[config.mk]
export PLATFORM = sky130hd
export DESIGN_NAME = divider_16bit_seq
export DESIGN_NICKNAME = d
export VERILOG_FILES = /design/src/rtl/divider_16bit_seq.sv
export SDC_FILE = /design/constraint.sdc
export NUM_CORES = 1
export LEC_CHECK = 0
export ABC_CLOCK_PERIOD_IN_PS = 5000
export CAP_MARGIN = 20
export CORE_MARGIN = 2
export CORE_UTILIZATION = 30
export DETAILED_ROUTE_END_ITERATION = 6
export GPL_ROUTABILITY_DRIVEN = 0
export PLACE_DENSITY_LB_ADDON = 0.12
export SLEW_MARGIN = 15
export SYNTH_ARGS = -nofsm -noshare
export SYNTH_HDL_FRONTEND = slang
export SYNTH_SLANG_ARGS = --single-unit
[constraint.sdc]
create_clock -name clk -period 5 [get_ports clk]
set_clock_uncertainty 0.05 [all_clocks]
set_input_delay 0.5 -clock clk [delete_from_list [all_inputs] [get_ports clk]]
set_output_delay 0.5 -clock clk [all_outputs]
set_load 0.005 [all_outputs]
[src/rtl/divider_16bit_seq.sv]
`default_nettype none
// ============================================================================
// Module   : divider_16bit_seq
// Brief    : Multi-cycle signed/unsigned restoring divider, one quotient bit
//            per cycle, start/done handshake, quotient/remainder/flags.
// Revision : 1.0 - initial release
// ============================================================================
module divider_16bit_seq #(
    parameter int WIDTH = 16
) (
    input  logic             clk,
    input  logic             rst,
    input  logic             start,
    input  logic             Div_ctrl,
    input  logic [WIDTH-1:0] A,
    input  logic [WIDTH-1:0] B,
    output logic             busy,
    output logic             done,
    output logic [WIDTH-1:0] Q,
    output logic [WIDTH-1:0] R,
    output logic             DZ,
    output logic             O
);

    localparam int                 c_CNT_W    = $clog2(WIDTH);
    localparam logic [c_CNT_W-1:0] c_CNT_INIT = c_CNT_W'(WIDTH - 1);
    localparam logic [c_CNT_W-1:0] c_CNT_ONE  = c_CNT_W'(1);
    localparam logic [WIDTH-1:0]   c_MOST_NEG = {1'b1, {(WIDTH-1){1'b0}}};

    typedef enum logic [1:0] {
        S_IDLE = 2'd0,
        S_RUN  = 2'd1,
        S_DONE = 2'd2
    } state_t;

    state_t             r_state;
    state_t             w_state_next;

    logic [c_CNT_W-1:0] r_cnt;
    logic [WIDTH-1:0]   r_a_raw;
    logic [WIDTH-1:0]   r_b_raw;
    logic               r_signed;
    logic [WIDTH-1:0]   r_divisor;
    logic [WIDTH-1:0]   r_quo;
    logic [WIDTH:0]     r_rem;

    logic               r_busy;
    logic               r_done;
    logic [WIDTH-1:0]   r_q;
    logic [WIDTH-1:0]   r_r;
    logic               r_dz;
    logic               r_o;

    logic               w_accept;
    logic [WIDTH-1:0]   w_a_mag;
    logic [WIDTH-1:0]   w_b_mag;
    logic [WIDTH:0]     w_shift;
    logic [WIDTH+1:0]   w_diff;
    logic               w_fit;
    logic               w_neg_q;
    logic               w_neg_r;
    logic               w_dz;
    logic               w_ovf;

    assign w_accept = start && ((r_state == S_IDLE) || (r_state == S_DONE));
    assign w_a_mag  = (Div_ctrl && A[WIDTH-1]) ? -A : A;
    assign w_b_mag  = (Div_ctrl && B[WIDTH-1]) ? -B : B;

    // One restoring step; the extra top bit of w_diff is the borrow.
    assign w_shift  = {r_rem[WIDTH-1:0], r_quo[WIDTH-1]};
    assign w_diff   = {1'b0, w_shift} - {2'b00, r_divisor};
    assign w_fit    = ~w_diff[WIDTH+1];

    assign w_neg_q  = r_signed && (r_a_raw[WIDTH-1] ^ r_b_raw[WIDTH-1]);
    assign w_neg_r  = r_signed && r_a_raw[WIDTH-1];
    assign w_dz     = (r_b_raw == '0);
    assign w_ovf    = r_signed && (r_a_raw == c_MOST_NEG) && (r_b_raw == '1);

    always_ff @(posedge clk) begin
        if (rst) begin
            r_state <= S_IDLE;
        end else begin
            r_state <= w_state_next;
        end
    end

    always_comb begin
        w_state_next = r_state;
        case (r_state)
            S_IDLE:  if (start) w_state_next = S_RUN;
            S_RUN:   if (r_cnt == '0) w_state_next = S_DONE;
            S_DONE:  w_state_next = start ? S_RUN : S_IDLE;
            default: w_state_next = S_IDLE;
        endcase
    end

    // Status outputs are registered from the state, so they trail it by a cycle.
    always_ff @(posedge clk) begin
        if (rst) begin
            r_cnt     <= '0;
            r_a_raw   <= '0;
            r_b_raw   <= '0;
            r_signed  <= 1'b0;
            r_divisor <= '0;
            r_quo     <= '0;
            r_rem     <= '0;
            r_busy    <= 1'b0;
            r_done    <= 1'b0;
            r_q       <= '0;
            r_r       <= '0;
            r_dz      <= 1'b0;
            r_o       <= 1'b0;
        end else begin
            r_busy <= (r_state == S_RUN);
            r_done <= (r_state == S_DONE);

            if (w_accept) begin
                r_a_raw   <= A;
                r_b_raw   <= B;
                r_signed  <= Div_ctrl;
                r_divisor <= w_b_mag;
                r_quo     <= w_a_mag;
                r_rem     <= '0;
                r_cnt     <= c_CNT_INIT;
            end else if (r_state == S_RUN) begin
                r_rem <= w_fit ? w_diff[WIDTH:0] : w_shift;
                r_quo <= {r_quo[WIDTH-2:0], w_fit};
                r_cnt <= r_cnt - c_CNT_ONE;
            end

            if (r_state == S_DONE) begin
                r_dz <= w_dz;
                r_o  <= w_ovf && !w_dz;
                if (w_dz) begin
                    r_q <= '1;
                    r_r <= r_a_raw;
                end else begin
                    r_q <= w_neg_q ? -r_quo : r_quo;
                    r_r <= w_neg_r ? -r_rem[WIDTH-1:0] : r_rem[WIDTH-1:0];
                end
            end
        end
    end

    assign busy = r_busy;
    assign done = r_done;
    assign Q    = r_q;
    assign R    = r_r;
    assign DZ   = r_dz;
    assign O    = r_o;

endmodule
`default_nettype wire
# After elaboration in Yosys (flattened, before gate mapping)
# Index checks and enable logic that the tools add are counted.
dict set report word_totals {
  regBits 123
  latchBits 0
  mem_bits_rw 0
  mem_bits_ro 0
  input_bits 36
  out_inout_bits 36
  elab_cells 59
  n_memories 0
}
dict set report op_classes {
  n_addsub 6
  multipliers 0
  div 0
  n_lt_le_gt_ge 0
  n_eq_ne 6
  shifts 0
  n_mux 15
  bitwise 2
  reduce_logical 16
}
# op count
set op_table {}
lappend op_table {{16-bit two-way mux} 9}
lappend op_table {{16-bit negator} 4}
lappend op_table {{16-bit == test, second input constant} 2}
lappend op_table {{17-bit by 16-bit subtractor with 18-bit output} 1}
lappend op_table {{16-bit logical NOT} 1}
lappend op_table {{1-bit logical AND} 8}
lappend op_table {{4-bit two-way mux} 2}
lappend op_table {{2-bit one-hot mux with 3 select lines} 1}
lappend op_table {{4-bit logical NOT} 1}
lappend op_table {{2-bit two-way mux} 2}
lappend op_table {{2-bit != test, second input constant} 2}
lappend op_table {{4-bit by 1-bit subtractor with 4-bit output, second input constant} 1}
lappend op_table {{2-bit by 1-bit == test with 1-bit output, second input constant} 1}
lappend op_table {{2-bit == test, second input constant} 1}
lappend op_table {{2-bit logical NOT} 1}
lappend op_table {{2-bit AND reduction} 1}
lappend op_table {{2-bit nonzero test} 1}
lappend op_table {{2-bit OR reduction} 1}
lappend op_table {{1-bit logical NOT} 1}
lappend op_table {{1-bit logical OR} 1}
lappend op_table {{1-bit two-way mux} 1}
lappend op_table {{1-bit inverter} 1}
lappend op_table {{1-bit bitwise XOR} 1}

# Logic depth before layout (Yosys ltp)
dict set report depth {
  word_depth 4
  depth_mapped 12
}

# Least setup slack after synthesis
# Ideal clock, no wire load.
dict set report synth_path {
  kind {register to register}
  from {register r_quo[15]}
  to {register r_rem[14]}
  t_arrival_ns 2.044
  required_time_ns 4.817
  setup_slack_ns 2.774
  stages_incl_launch_ff 12
  path_cell_list {dfxtp_1 -> inv_1 -> ha_1 -> inv_1 -> fa_1 -> a21oi_1 -> o22ai_1 -> o31ai_2 -> o21ai_0 -> xor2_1 -> mux2i_1 -> a21oi_1}
}
dict set report synth_between {
  elab_chain_cells 2
}
# element line
set synth_rtl {}
lappend synth_rtl {{from (decl)} 44} ;# logic [WIDTH-1:0] r_quo;
lappend synth_rtl {{from (signal assigned)} 122} ;# r_quo <= w_a_mag;
lappend synth_rtl {{from (signal assigned)} 127} ;# r_quo <= {r_quo[WIDTH-2:0], w_fit};
lappend synth_rtl {{17-bit by 16-bit subtractor with 18-bit output} 71} ;# assign w_diff = {1'b0, w_shift} - {2'b00, r_divisor};
lappend synth_rtl {{16-bit two-way mux} 126} ;# r_rem <= w_fit ? w_diff[WIDTH:0] : w_shift;
lappend synth_rtl {{to (signal assigned)} 126}
lappend synth_rtl {{to (decl)} 45} ;# logic [WIDTH:0] r_rem;
# No other way between the ends.
# A chain may end at the register's enable or synchronous reset.

# Worst setup path in the final report
dict set report layout_path {
  from {register r_rem[9]}
  to {register r_rem[8]}
}
dict set report layout_between {
  elab_chain_cells 2
}
# element line
set layout_rtl {}
lappend layout_rtl {{17-bit by 16-bit subtractor with 18-bit output} 71}
lappend layout_rtl {{16-bit two-way mux} 126}
# No other way between the ends.

==> out/metrics.yaml <==
ctsResizeCount: 0
yosysWarnings: 0
p_leak_nw: 3.04
drtAntennaViolNets: 0
drcViolationCount: 0
cap_violations: 0
p_int_w: 0.00212
vdd_ir_drop_max_mv: 0.215
tns_ps: 0
synth_fa_ha_area_frac: 0.0418
met2WireLength_um: 8430
ys_seq_elements: 122
rsz0062_at_grt: "false"
drive_gt1_frac: 0.0664
fill_cells: 2304
cts_hold_buf: 0
maxSlewHeadroom: 0.315
synth.avg_cell_area_um2: 7.71
place.detailed.hpwl_um: 15200
synth-edff-count: 0
cts.htree.levels: 4
cts_made_buffers: 17
die_h_um: 154
crit_path_cell_trace: "ha_1 -> a21oi_1 -> o21ai_1 -> nand2_1 -> nand2_1 -> a31o_1 -> mux2i_1 -> a2111oi_2"
fin_cells: 1215
grtUsageTotal: 0.178
outcome: "complete, no violations"
root_buffer: "clkbuf_16"
swShare: 0.302
synthXorXnorAreaFrac: 0.0841
combPwrFrac: 0.212
synthCells: 878
antenna_found_initial: 0
start_util: 0.308
cp.required_ps: 5270
dp.cells: 1182
clk_pin_slew_ps: 50
floorplan.rows: 54
wl_met1_um: 11200
cts_tree: "yes"
fin_area_um2: 8300
syn_nets: 936
critical-path-top-delay-family: "compound AO/OA/AOI/OAI gates"
first_pass_iters: 5
pwr-share-clk: 0.426
nNetsFinal: 979
critPathMaxFanout: 15
overflow: 0
critPathLaunchType: "register"
fin_crit_sh: 0.557
clock-sinks: 122
syn_area_um2: 6770
grt_max_degree: 78
critPathKind: "reg -> reg"
yosysSeqAreaShare: 0.361
synth_compound_area_frac: 0.228
slowest_stage: "a31o_1"
grt_pass1_wl_um: 33200
routed_wl_um: 20700
die_w_um: 154
core_area_um2: 22000
hold_viol: 0
placedInstanceArea_um2: 7670
yosys.area_share.simple: 0.208
arrival_ps: 3050
io_pins: 72
grt_pass1_vias: 5866
die_area_um2: 23800
worst_slew_pin_slew_ps: 1020
synth.distinct_cells: 61
yosys-mux-area-fraction: 0.0214
powerDensity_nw_per_um2: 366
async_flop_share: 0
fmax_mhz: 359
vias: 6258
fin_crit_ps: 2790
post_drt_via_cell_ratio: 5.15
cts_max_path_buffers: 2
post_cts_buffers: 0
clock_latency_ps: 420
cp_num_buf_inv: 0
ys.flop_type: "dfxtp_1"
end_kind: "register"
cpMostUsedCell: "nand2_1"
top_layer: "met4"
min_path_type: "reg -> reg"
first_iter_violations: 478
power.net_switching_w: 0.000918
setup-violations-final: 0
wl_met3_um: 921
slowest_delay_ps: 660
slew_violations: 0
synth_top_family_by_area: "compound AO/OA/AOI/OAI gates"
routedWlPerCell_um: 17.1
area_growth_pct: 22.7
seqPwrFrac: 0.362
io_buffers: 71
-- power groups by stage --
stage	registers [W]	clock network [W]	logic, W
global placement	0.00112	0	0.000649
global route	0.00111	0.00137	0.000719
finish	0.00110	0.00130	0.000643
detailed placement	0.00112	0	0.000641
floorplan	0.00110	0	0.000480
CTS	0.00110	0.00132	0.000645
-- per-layer routing --
layer,up-vias,global-route usage
met3,18,0.0283
met2,135,0.249
met1,2922,0.277
met5,-,0
li1,3183,-
met4,0,0.0512
-- logic make-up after synthesis --
family          Yosys count
compound gates          252
flops                   122
simple gates            310
xor+xnor                 65
buf+inv                  93
fa+ha+maj                22
mux                      14
-- flip-flops by register name (all words and copies together), names as in the netlist --
| signal | flops |
|---|---|
| done | 1 |
| Q | 16 |
| O | 1 |
| r_divisor | 15 |
| r_state | 2 |
| DZ | 1 |
| r_cnt | 4 |
| R | 16 |
| r_a_raw | 16 |
| r_rem | 16 |
| r_signed | 1 |
| r_b_raw | 16 |
| busy | 1 |
| r_quo | 16 |
-- per-stage QoR --
step                 util  power (W)  setup WS [ps]  hold slack [ps]
floorplan               -    0.00158           2770              386
global placement    0.349    0.00177           2050              398
detailed placement  0.349    0.00176           2090              398
CTS                 0.378    0.00306           2220              406
global route        0.378    0.00320           1900              432
finish              0.378    0.00304           2210              403
-- worst reg2reg max path, delay by kind of cell, from the launching register on --
| family | cells | cell delay, ps |
|---|---|---|
| multiplexers | 1 | 190 |
| adder cells (fa/ha/maj) | 1 | 470 |
| AND/OR/NAND/NOR | 2 | 200 |
| AO/OA/AOI/OAI | 4 | 1380 |
| flip-flops | 1 | 390 |
-- layout by cell type, fill, tap and decap left out, types with 5 or more instances in the layout --
master,n
nand2_1,131
dfxtp_1,122
a21oi_1,108
nor2_1,91
clkdlybuf4s50_1,70
o21ai_0,46
inv_1,38
xor2_1,33
xnor2_1,32
a311oi_1,22
a211oi_1,21
ha_1,21
clkbuf_16,17
nand3_1,15
nor4_1,15
a31oi_1,13
mux2i_1,13
nor3_1,11
buf_4,8
nand2b_1,7
nand4_1,7
clkbuf_8,7
or3_1,6
o31ai_1,6
o22ai_1,5
o211ai_1,5
clkinvlp_4,5
-- synthesized netlist by cell type, types with 2 or more instances --
cell type,n,share of area
nand2_1,131,0.073
dfxtp_1,122,0.36
a21oi_1,108,0.080
nor2_1,91,0.050
o21ai_0,46,0.034
clkbuf_1,43,0.024
inv_1,38,0.021
xor2_1,33,0.043
xnor2_1,32,0.041
a311oi_1,22,0.028
a211oi_1,21,0.023
ha_1,21,0.039
nand3_1,15,0.011
nor4_1,15,0.014
a31oi_1,13,0.012
mux2i_1,13,0.019
nor3_1,11,0.0081
nand2b_1,8,0.0074
nand4_1,7,0.0065
o31ai_1,6,0.0067
or3_1,6,0.0055
o211ai_1,5,0.0055
o22ai_1,5,0.0046
a21o_1,4,0.0044
buf_1,4,0.0022
buf_2,4,0.0030
nor2b_1,4,0.0037
o21a_1,4,0.0044
and2_1,3,0.0028
and3_1,3,0.0028
a31o_1,2,0.0026
a31o_2,2,0.0026
buf_6,2,0.0033
clkbuf_2,2,0.0015
nand3b_1,2,0.0022
nor4_2,2,0.0037
o21ai_1,2,0.0015
o41ai_1,2,0.0026
or3b_2,2,0.0026
-- layout make-up --
cell class,instances,area (µm²),area share
multi-input combinational,663,3970,0.478
sequential,122,2440,0.294
timing repair buffer,79,766,0.0923
clock buffer,24,522,0.0629
tap,280,350,0.0422
inverter,38,143,0.0172
clock inverter,8,106,0.0128
antenna,1,2.50,0.000302
-- final timing paths --
| kind | from | end | slack (ps) | depth (start not counted) |
|---|---|---|---|---|
| worst max-delay path | r_rem[9]$_SDFFE_PP0P_ | r_rem[8]$_SDFFE_PP0P_ | 2210 | 8 |
| worst min-delay path | O$_SDFFE_PP0P_ | O$_SDFFE_PP0P_ | 400 | 2 |
| worst max register to register | r_rem[9]$_SDFFE_PP0P_ | r_rem[8]$_SDFFE_PP0P_ | 2210 | 8 |
| worst min register to register | O$_SDFFE_PP0P_ | O$_SDFFE_PP0P_ | 400 | 2 |
Note: power is estimated with default switching activity, not from simulation.
